## config.mk

```make
export PLATFORM = sky130hd
export DESIGN_NAME = line_cmd_queue_flat
export DESIGN_NICKNAME = d
export VERILOG_FILES = /design/src/rtl/line_cmd_queue_pkg.sv /design/src/rtl/line_cmd_queue_if.sv /design/src/rtl/line_cmd_queue_fifo.sv /design/src/rtl/line_cmd_queue.sv /design/src/flat_wrapper.sv
export SDC_FILE = /design/constraint.sdc
export NUM_CORES = 1
export LEC_CHECK = 0
export CAP_MARGIN = 40
export CELL_PAD_IN_SITES_DETAIL_PLACEMENT = 0
export CELL_PAD_IN_SITES_GLOBAL_PLACEMENT = 1
export CORE_UTILIZATION = 50
export CTS_BUF_LIST = sky130_fd_sc_hd__clkbuf_16
export CTS_CLUSTER_DIAMETER = 150
export DETAILED_ROUTE_END_ITERATION = 10
export PLACE_DENSITY = 0.81
export SYNTH_ARGS = -nofsm -noshare
export SYNTH_HDL_FRONTEND = slang
export SYNTH_SLANG_ARGS = --single-unit
```

## constraint.sdc

```tcl
create_clock -name clk -period 6.85 [get_ports clk]
set_input_delay 1.37 -clock clk [delete_from_list [all_inputs] [get_ports clk]]
set_output_delay 1.37 -clock clk [all_outputs]
set_load 0.005 [all_outputs]
```

## src/rtl/line_cmd_queue_pkg.sv

```systemverilog
// Shared types for the line drawer command front-end:
// screen bounds, the queued command record, FSM state codes, clamp helper.
package line_pkg;

   localparam int SCREEN_W = 320;
   localparam int SCREEN_H = 240;
   localparam int COORD_W  = 11;

   typedef logic [COORD_W-1:0] coord_t;

   typedef struct packed {
      logic   clear;
      coord_t x0;
      coord_t y0;
      coord_t x1;
      coord_t y1;
   } line_cmd_t;

   // FSM state encoding, kept as plain constants
   typedef logic [1:0] state_t;

   localparam state_t ST_IDLE    = 2'd0;
   localparam state_t ST_RUN     = 2'd1;
   localparam state_t ST_RELEASE = 2'd2;

   // Saturate an unsigned coordinate to lim-1
   function automatic coord_t clamp(input coord_t v,
                                    input int     lim);
      coord_t bound;
      coord_t top;
      bound = coord_t'(lim);
      top   = coord_t'(lim - 1);
      return (v >= bound) ? top : v;
   endfunction

endpackage

```

## src/rtl/line_cmd_queue_if.sv

```systemverilog
// Command and drawer handshake bundle for line_cmd_queue.
// slave: queue side; master: host + drawer side.
interface line_cmd_queue_if;

   logic        cmd_valid;
   logic        cmd_ready;
   logic        cmd_clear;
   logic [10:0] cmd_x0;
   logic [10:0] cmd_y0;
   logic [10:0] cmd_x1;
   logic [10:0] cmd_y1;

   logic        ld_start;
   logic        ld_clear;
   logic [10:0] ld_x0;
   logic [10:0] ld_y0;
   logic [10:0] ld_x1;
   logic [10:0] ld_y1;
   logic        ld_done;

   modport slave (
      input  cmd_valid, cmd_clear,
      input  cmd_x0, cmd_y0, cmd_x1, cmd_y1,
      output cmd_ready,
      output ld_start, ld_clear,
      output ld_x0, ld_y0, ld_x1, ld_y1,
      input  ld_done
   );

   modport master (
      output cmd_valid, cmd_clear,
      output cmd_x0, cmd_y0, cmd_x1, cmd_y1,
      input  cmd_ready,
      input  ld_start, ld_clear,
      input  ld_x0, ld_y0, ld_x1, ld_y1,
      output ld_done
   );

endinterface

```

## src/rtl/line_cmd_queue_fifo.sv

```systemverilog
// Generic synchronous FIFO: register array, wrap-around pointers.
// Ports: push/din, pop/dout, full, empty, count.
module cmd_fifo #(
   parameter  int W     = 45,
   parameter  int DEPTH = 8,
   localparam int AW    = $clog2(DEPTH),
   localparam int CW    = $clog2(DEPTH + 1)
) (
   input  logic          clk,
   input  logic          reset,
   input  logic          push,
   input  logic [W-1:0]  din,
   input  logic          pop,
   output logic [W-1:0]  dout,
   output logic          full,
   output logic          empty,
   output logic [CW-1:0] count
);

   logic [W-1:0]  mem [DEPTH];
   logic [AW-1:0] wp;
   logic [AW-1:0] rp;
   logic [CW-1:0] cnt;
   logic          do_push;
   logic          do_pop;

   assign full    = (cnt == CW'(DEPTH));
   assign empty   = (cnt == '0);
   assign count   = cnt;
   assign dout    = mem[rp];
   assign do_push = push & ~full;
   assign do_pop  = pop & ~empty;

   // DEPTH is a power of two, so pointers wrap naturally
   always_ff @(posedge clk) begin
      if (reset) begin
         wp  <= '0;
         rp  <= '0;
         cnt <= '0;
      end else begin
         if (do_push)
            wp <= wp + 1'b1;
         if (do_pop)
            rp <= rp + 1'b1;
         case ({do_push, do_pop})
            2'b10:   cnt <= cnt + 1'b1;
            2'b01:   cnt <= cnt - 1'b1;
            default: cnt <= cnt;
         endcase
      end
   end

   always_ff @(posedge clk) begin
      if (do_push)
         mem[wp] <= din;
   end

endmodule

```

## src/rtl/line_cmd_queue.sv

```systemverilog
// Line drawer command front-end: FIFO + start/done sequencer with clamp.
// Ports: clk, reset, bus (slave), busy, count, lines_done.
module line_cmd_queue
   import line_pkg::*;
#(
   parameter  int WIDTH  = SCREEN_W,
   parameter  int HEIGHT = SCREEN_H,
   parameter  int DEPTH  = 8,
   localparam int CW     = $clog2(DEPTH + 1)
) (
   input  logic             clk,
   input  logic             reset,
   line_cmd_queue_if.slave  bus,
   output logic             busy,
   output logic [CW-1:0]    count,
   output logic [15:0]      lines_done
);

   line_cmd_t in_cmd;
   line_cmd_t head;
   logic      full;
   logic      empty;
   logic      pop;
   state_t    state;

   logic      start_q;
   logic      clear_q;
   coord_t    x0_q;
   coord_t    y0_q;
   coord_t    x1_q;
   coord_t    y1_q;

   assign in_cmd = '{
      clear: bus.cmd_clear,
      x0:    bus.cmd_x0,
      y0:    bus.cmd_y0,
      x1:    bus.cmd_x1,
      y1:    bus.cmd_y1
   };

   assign pop = (state == ST_IDLE) & ~empty;

   cmd_fifo #(
      .W     ($bits(line_cmd_t)),
      .DEPTH (DEPTH)
   ) u_fifo (
      .clk   (clk),
      .reset (reset),
      .push  (bus.cmd_valid),
      .din   (in_cmd),
      .pop   (pop),
      .dout  (head),
      .full  (full),
      .empty (empty),
      .count (count)
   );

   assign bus.cmd_ready = ~full;
   assign busy          = (state != ST_IDLE);

   assign bus.ld_start  = start_q;
   assign bus.ld_clear  = clear_q;
   assign bus.ld_x0     = x0_q;
   assign bus.ld_y0     = y0_q;
   assign bus.ld_x1     = x1_q;
   assign bus.ld_y1     = y1_q;

   // Operands load only at the pop edge, so they hold
   // through RUN and RELEASE.
   always_ff @(posedge clk) begin
      if (reset) begin
         state      <= ST_IDLE;
         start_q    <= 1'b0;
         clear_q    <= 1'b0;
         x0_q       <= '0;
         y0_q       <= '0;
         x1_q       <= '0;
         y1_q       <= '0;
         lines_done <= '0;
      end else begin
         case (state)
            ST_IDLE: begin
               if (!empty) begin
                  clear_q <= head.clear;
                  if (head.clear) begin
                     x0_q <= '0;
                     y0_q <= '0;
                     x1_q <= '0;
                     y1_q <= '0;
                  end else begin
                     x0_q <= clamp(head.x0, WIDTH);
                     y0_q <= clamp(head.y0, HEIGHT);
                     x1_q <= clamp(head.x1, WIDTH);
                     y1_q <= clamp(head.y1, HEIGHT);
                  end
                  start_q <= 1'b1;
                  state   <= ST_RUN;
               end
            end
            ST_RUN: begin
               if (bus.ld_done) begin
                  start_q    <= 1'b0;
                  lines_done <= lines_done + 16'd1;
                  state      <= ST_RELEASE;
               end
            end
            ST_RELEASE: begin
               // wait for the drawer to drop done
               if (!bus.ld_done)
                  state <= ST_IDLE;
            end
            default: begin
               start_q <= 1'b0;
               state   <= ST_IDLE;
            end
         endcase
      end
   end

endmodule

```

## src/flat_wrapper.sv

```systemverilog
// flat-port wrapper written by rule: the top's interface ports become plain ports
module line_cmd_queue_flat import line_pkg::*;
#(
   parameter  int WIDTH  = SCREEN_W,
   parameter  int HEIGHT = SCREEN_H,
   parameter  int DEPTH  = 8,
   localparam int CW     = $clog2(DEPTH + 1)
)
  (clk, reset, busy, count, lines_done, bus_cmd_valid, bus_cmd_clear, bus_cmd_x0, bus_cmd_y0, bus_cmd_x1, bus_cmd_y1, bus_cmd_ready, bus_ld_start, bus_ld_clear, bus_ld_x0, bus_ld_y0, bus_ld_x1, bus_ld_y1, bus_ld_done);
  line_cmd_queue_if bus_i ();
  input  logic clk;
  input  logic reset;
  output logic busy;
  output logic [CW-1:0] count;
  output logic [15:0] lines_done;
  input wire logic [$bits(bus_i.cmd_valid)-1:0] bus_cmd_valid;
  input wire logic [$bits(bus_i.cmd_clear)-1:0] bus_cmd_clear;
  input wire logic [$bits(bus_i.cmd_x0)-1:0] bus_cmd_x0;
  input wire logic [$bits(bus_i.cmd_y0)-1:0] bus_cmd_y0;
  input wire logic [$bits(bus_i.cmd_x1)-1:0] bus_cmd_x1;
  input wire logic [$bits(bus_i.cmd_y1)-1:0] bus_cmd_y1;
  output wire logic [$bits(bus_i.cmd_ready)-1:0] bus_cmd_ready;
  output wire logic [$bits(bus_i.ld_start)-1:0] bus_ld_start;
  output wire logic [$bits(bus_i.ld_clear)-1:0] bus_ld_clear;
  output wire logic [$bits(bus_i.ld_x0)-1:0] bus_ld_x0;
  output wire logic [$bits(bus_i.ld_y0)-1:0] bus_ld_y0;
  output wire logic [$bits(bus_i.ld_x1)-1:0] bus_ld_x1;
  output wire logic [$bits(bus_i.ld_y1)-1:0] bus_ld_y1;
  input wire logic [$bits(bus_i.ld_done)-1:0] bus_ld_done;
  assign bus_i.cmd_valid = bus_cmd_valid;
  assign bus_i.cmd_clear = bus_cmd_clear;
  assign bus_i.cmd_x0 = bus_cmd_x0;
  assign bus_i.cmd_y0 = bus_cmd_y0;
  assign bus_i.cmd_x1 = bus_cmd_x1;
  assign bus_i.cmd_y1 = bus_cmd_y1;
  assign bus_cmd_ready = bus_i.cmd_ready;
  assign bus_ld_start = bus_i.ld_start;
  assign bus_ld_clear = bus_i.ld_clear;
  assign bus_ld_x0 = bus_i.ld_x0;
  assign bus_ld_y0 = bus_i.ld_y0;
  assign bus_ld_x1 = bus_i.ld_x1;
  assign bus_ld_y1 = bus_i.ld_y1;
  assign bus_i.ld_done = bus_ld_done;
  line_cmd_queue #(.WIDTH(WIDTH), .HEIGHT(HEIGHT), .DEPTH(DEPTH)) u_core (.clk(clk), .reset(reset), .bus(bus_i), .busy(busy), .count(count), .lines_done(lines_done));
endmodule
```

==> metrics.cfg, run 1 <==
[sta]
finalSetupViolCount = 0
layout_min_cycle_time_ns = 3.353
slew_headroom_pct = 43.97
fin_skew_ns = 0.02222
rsz0062_at_grt = false
final_max_slew_viol_count = 0
fin_tns_setup_ns = 0
hold_viol_final = 0
timing.fmax_mhz = 298.2
period_share_pct = 48.96
worstMarginPinSlew_ns = 0.8366

[pwr]
p_leak_nw = 6.329
totalPowerFinal_mw = 6.993
power_density_nw_per_um2 = 360.8
peakVddDrop_v = 0.0002324

[synthesis]
synth_top_cells_by_area = edfxtp_1 (66%), mux4_2 (10%), dfxtp_1 (9.4%)
synth.distinct_cells = 43
synth_common_cells = edfxtp_1 (360), nor2_1 (97), dfxtp_1 (77)
async_flop_share_pct = 0
yosys_register_bits = 437
seq_area_frac_synth_pct = 75.57
synth_nets = 988
synth_area_leader_cell = edfxtp_1
synth_top_cell_area_share_pct = 66.14
synth.most_common_cell = edfxtp_1
yosys_most_used_dff = edfxtp_1
syn_area_um2 = 16350
synthCells = 933
ys_warn_count = 0
synth_edf_count = 360
syn_avg_cell_area_um2 = 17.52

[critical_path]
slowest_stage = clkdlybuf4s50_1
r2r_slack_ns = 3.70
end_kind = register
required_ns = 7.02
critPathKind = primary input to register
worstPathArrival_ns = 3.52
crit_fanout = 29
crit_path_start_kind = primary input
crit_path_cell_trace = clkdlybuf4s50_1 > nand2_1 > or2_2 > nor2_4 > buf_4
max_stage_delay_ns = 0.53

[clock_tree]
clk_latency_ns = 0.54
root_buffer = clkbuf_16
cts_tree = done
clockBufferDepth = 3
clkSinkCount = 437
cts_setup_buffers = 0
clk_pin_slew_ns = 0.05
ctsHoldBuffers = 0
cts-resized-gates = 0
htree_num_levels = 2
cts_buffers = 43

[die]
rows = 65
die_w_um = 182.8
initial_core_util_pct = 51.27
core_area_um2 = 31880
pin_count = 117
die_h_um = 182.8
die-area_um2 = 33420

[routing]
detail_route.first_pass.iterations = 5
drt-initial-drc-count = 614
drtAntennaViolNets = 0
vias = 8524
drc = 0
drt_wl_total_mm = 32.70
routed_via_density = 5.549
wire_per_inst_um = 21.29

[global_routing]
globalRouteMet1Util_pct = 27.58
grt_use_total_pct = 20.15
grt_max_degree = 64
met3_usage_pct = 3.495
grt_pass1_wl_mm = 50.59
first_global_vias = 8764
grt-ovfl-total = 0
use_met2_pct = 33.88
busiest_layer = met2
antenna_found_initial = 0

[final_layout]
final_net_count = 1123
synthToLayoutAreaGrowth_pct = 18.59
fillCellCount = 2372
antenna_cells = 0
drive_above_1_share_pct = 15.53

[hold_path]
min-delay-path-class = register to register

[flow_run]
drv_cap = 0

[placed_design]
io_buffers = 116
gp_congestion = 0.7314
dp_hpwl_mm = 19.35

[status]
status = finished clean

==> kinds of logic after synthesis <==
| kind of cell | synth area share [%] |
|---|---|
| multiplexers | 11.25 |
| XOR/XNOR | 0.9645 |
| AND/OR/NAND/NOR | 6.499 |
| adder cells (fa/ha/maj) | 0.4593 |
| AO/OA/AOI/OAI | 3.674 |
| buffers and inverters | 1.584 |
| flip-flops | 75.57 |
==> routing by layer <==
| layer | vias up | routed length (um) |
|---|---|---|
| met5 | - | 0 |
| met4 | 0 | 578 |
| met3 | 39 | 2098 |
| met2 | 275 | 15990 |
| met1 | 4289 | 14030 |
| li1 | 3921 | - |
==> worst max-delay path: cells and delay by family <==
family / cells / cell delay (ns)
and+or+nand+nor: 3 / 1.07
buffers and inverters: 2 / 1.05
==> layout by cell type (no fill, tap or decap), types with 16 or more instances in the layout <==
cell             instances
nand2_1                 55
buf_4                   17
a21oi_1                 55
nor2_1                  91
dfxtp_1                 75
clkbuf_16               43
clkdlybuf4s50_1        115
edfxtp_1               360
mux4_2                  75
o31ai_1                 16
==> power by group <==
part | switching (mW) | internal, mW | total (mW)
combinational | 0.808 | 0.711 | 1.52
sequential | 0.170 | 3.11 | 3.28
clock | 0.937 | 1.26 | 2.20
==> state kept, by name, summed over array words and instances, names as in the netlist, named ones only <==
name	cells
u_core.u_fifo.mem	360
u_core.lines_done	16
u_core.bus.ld_x0	11
u_core.bus.ld_x1	11
u_core.bus.ld_y0	11
u_core.bus.ld_y1	11
u_core.u_fifo.count	4
u_core.u_fifo.rp	3
u_core.u_fifo.wp	3
u_core.state	2
u_core.bus.ld_clear	1
u_core.bus.ld_start	1
==> final cells by class <==
type,instances,area (um^2),area share [%]
well taps,435,544.3,2.808
flip-flops and latches,437,12360,63.76
clock buffers,43,1076,5.551
inverters,6,22.52,0.1162
clock inverters,35,259.0,1.336
multi-input cells,445,3791,19.56
repair buffers,135,1331,6.868
==> stage by stage <==
stage          hold slack (ns)  area (um^2)  utilization, %  worst slack [ns]  instances
2_1_floorplan           0.4482        16350               -             1.475        933
3_3_place_gp            0.4409        17990           56.44             2.967       1455
3_5_place_dp            0.4442        18050           56.61             2.908       1458
4_1_cts                 0.4522        19380           60.80             3.458       1536
5_1_grt                 0.4815        19380           60.80             3.371       1536
6_report                0.4497        19380           60.80             3.497       1536
==> path summary, 6_finish.rpt <==
check | startpoint | end | cells past startpoint
max | bus_cmd_valid | u_core.u_fifo.mem[4][3] | 5
min | u_core.bus.ld_y1[3] | u_core.bus.ld_y1[3] | 2
max reg2reg | u_core.u_fifo.count[1] | u_core.u_fifo.count[2] | 11
min reg2reg | u_core.bus.ld_y1[3] | u_core.bus.ld_y1[3] | 2
(Power assumes the default switching activity.)
==> run 2: changes to the inputs <==
==> constraint.sdc (replaced) <==
create_clock -name clk -period 3.35 [get_ports clk]
set_input_delay 0.67 -clock clk [delete_from_list [all_inputs] [get_ports clk]]
set_output_delay 0.67 -clock clk [all_outputs]
set_load 0.005 [all_outputs]
==> run 2 against run 1 <==
  * Sequential share of layout area fell by 0.78 points
  * Core utilization increased by 0.76 points
  * Final cell count grew 0.65%
  * Largest power group unchanged
  * Highest routed layer unchanged
==> metrics.cfg, run 2 (synthesis gave the netlist of run 1 again) <==
[die]
rows = 65
initial_core_util_pct = 51.27
die_h_um = 182.8
core_area_um2 = 31880
pin_count = 117
die-area_um2 = 33420
die_w_um = 182.8

[global_routing]
grt_max_degree = 63
grt-ovfl-total = 0
first_global_vias = 8813
grt_use_total_pct = 20.82
grt_pass1_wl_mm = 51.87
antenna_found_initial = 0

[final_layout]
seqCellArea_um2 = 12360
synthToLayoutAreaGrowth_pct = 20.06
fillCellCount = 2354
largest_registers = u_core.u_fifo.mem (360), u_core.lines_done (16)
drive_above_1_share_pct = 16.38
multi_input_area_um2 = 3804
stdcell_count = 1546
final_net_count = 1130
layout_common_cells = edfxtp_1 (360), clkdlybuf4s50_1 (115), nor2_1 (91)
antenna_cells = 0
layout_commonest_cell = edfxtp_1
max_flop_register = u_core.u_fifo.mem
largest_reg_flops = 360

[flow_run]
drv_cap = 0

[pwr]
p_leak_nw = 6.417
peakVddDrop_v = 0.0004733
totalPowerFinal_mw = 14.65
power_density_nw_per_um2 = 746.5

[sta]
fin_tns_setup_ns = 0
rsz0062_at_grt = false
layout_min_cycle_time_ns = 2.672
fin_skew_ns = 0.02379
period_share_pct = 79.76
hold_viol_final = 0
timing.fmax_mhz = 374.3
slew_headroom_pct = 49.03
finalSetupViolCount = 0
worstMarginPinSlew_ns = 0.7645
final_max_slew_viol_count = 0

[clock_tree]
ctsHoldBuffers = 0
cts-resized-gates = 0
clk_pin_slew_ns = 0.06
root_buffer = clkbuf_16
clk_latency_ns = 0.54
clkSinkCount = 437
cts_buffers = 44
htree_num_levels = 2
cts_tree = done
clockBufferDepth = 3
cts_setup_buffers = 0

[status]
status = finished clean

[placed_design]
placed_cells = 1464
io_buffers = 116
gp_congestion = 0.7496
dp_hpwl_mm = 18.83

[routing]
detail_route.first_pass.iterations = 5
drc = 0
drt-initial-drc-count = 758
drt_wl_total_mm = 33.82
vias = 8704
wire_per_inst_um = 21.87
drtAntennaViolNets = 0
routed_via_density = 5.630

[critical_path]
crit_path_cell_trace = mux4_2 > mux2i_1 > a21oi_1 > a31oi_1 > buf_4 > a311oi_1
end_kind = register
max_stage_delay_ns = 0.74
crit_path_start_kind = register
critPathKind = register to register
crit_fanout = 30
worstPathArrival_ns = 3.06
slowest_stage = dfxtp_4
required_ns = 3.74

[hold_path]
min-delay-path-class = register to register

==> run 2: per-stage QoR <==
stage	util, %	area, um^2	hold slack [ns]	setup slack, ns
2_1_floorplan	-	16360	0.4482	-0.1403
3_3_place_gp	56.98	18170	0.4402	0.6294
3_5_place_dp	57.01	18170	0.4434	0.6340
4_1_cts	61.56	19630	0.4512	0.6625
5_1_grt	61.56	19630	0.4712	0.4924
6_report	61.56	19630	0.4481	0.6781
==> run 2: metal layers <==
| metal | share of wire [%] | vias up | GRT usage (%) |
|---|---|---|---|
| li1 | - | 3944 | - |
| met1 | 44 | 4431 | 28.65 |
| met2 | 49 | 280 | 34.09 |
| met3 | 5.8 | 49 | 3.832 |
| met4 | 2.1 | 0 | 6.433 |
| met5 | 0 | - | 0 |
==> run 2: worst paths after layout <==
check | from | end | slack (ns) | cells past startpoint
setup / recovery | register | u_core.bus.ld_y0[2] | 0.68 | 6
hold / removal | u_core.bus.ld_x1[5] | u_core.bus.ld_x1[5] | 0.45 | 2
setup reg to reg | register | u_core.bus.ld_y0[2] | 0.68 | 6
hold reg to reg | u_core.bus.ld_x1[5] | u_core.bus.ld_x1[5] | 0.45 | 2
==> run 2: worst max-delay path, delay by kind of cell (launching register included) <==
kind	cells	cell delay (ns)
flip-flops	1	0.74
multiplexers	2	1.05
AO/OA/AOI/OAI	3	0.52
buffers and inverters	1	0.20
==> run 2: where the power goes <==
part	internal (mW)	switching (mW)	leakage [nW]
registers	6.35	0.377	3.90
clock network	2.87	1.99	0.744
logic	1.44	1.61	1.78
total	10.7	3.98	6.42
==> run 2: cell type report <==
class                           count  share of cell area, %
Clock inverter                     36                  1.530
Clock buffer                       46                  5.865
Multi-Input combinational cell    445                  19.38
Inverter                            6                 0.1148
Timing Repair Buffer              141                  7.357
Tap cell                          435                  2.773
Sequential cell                   437                  62.98
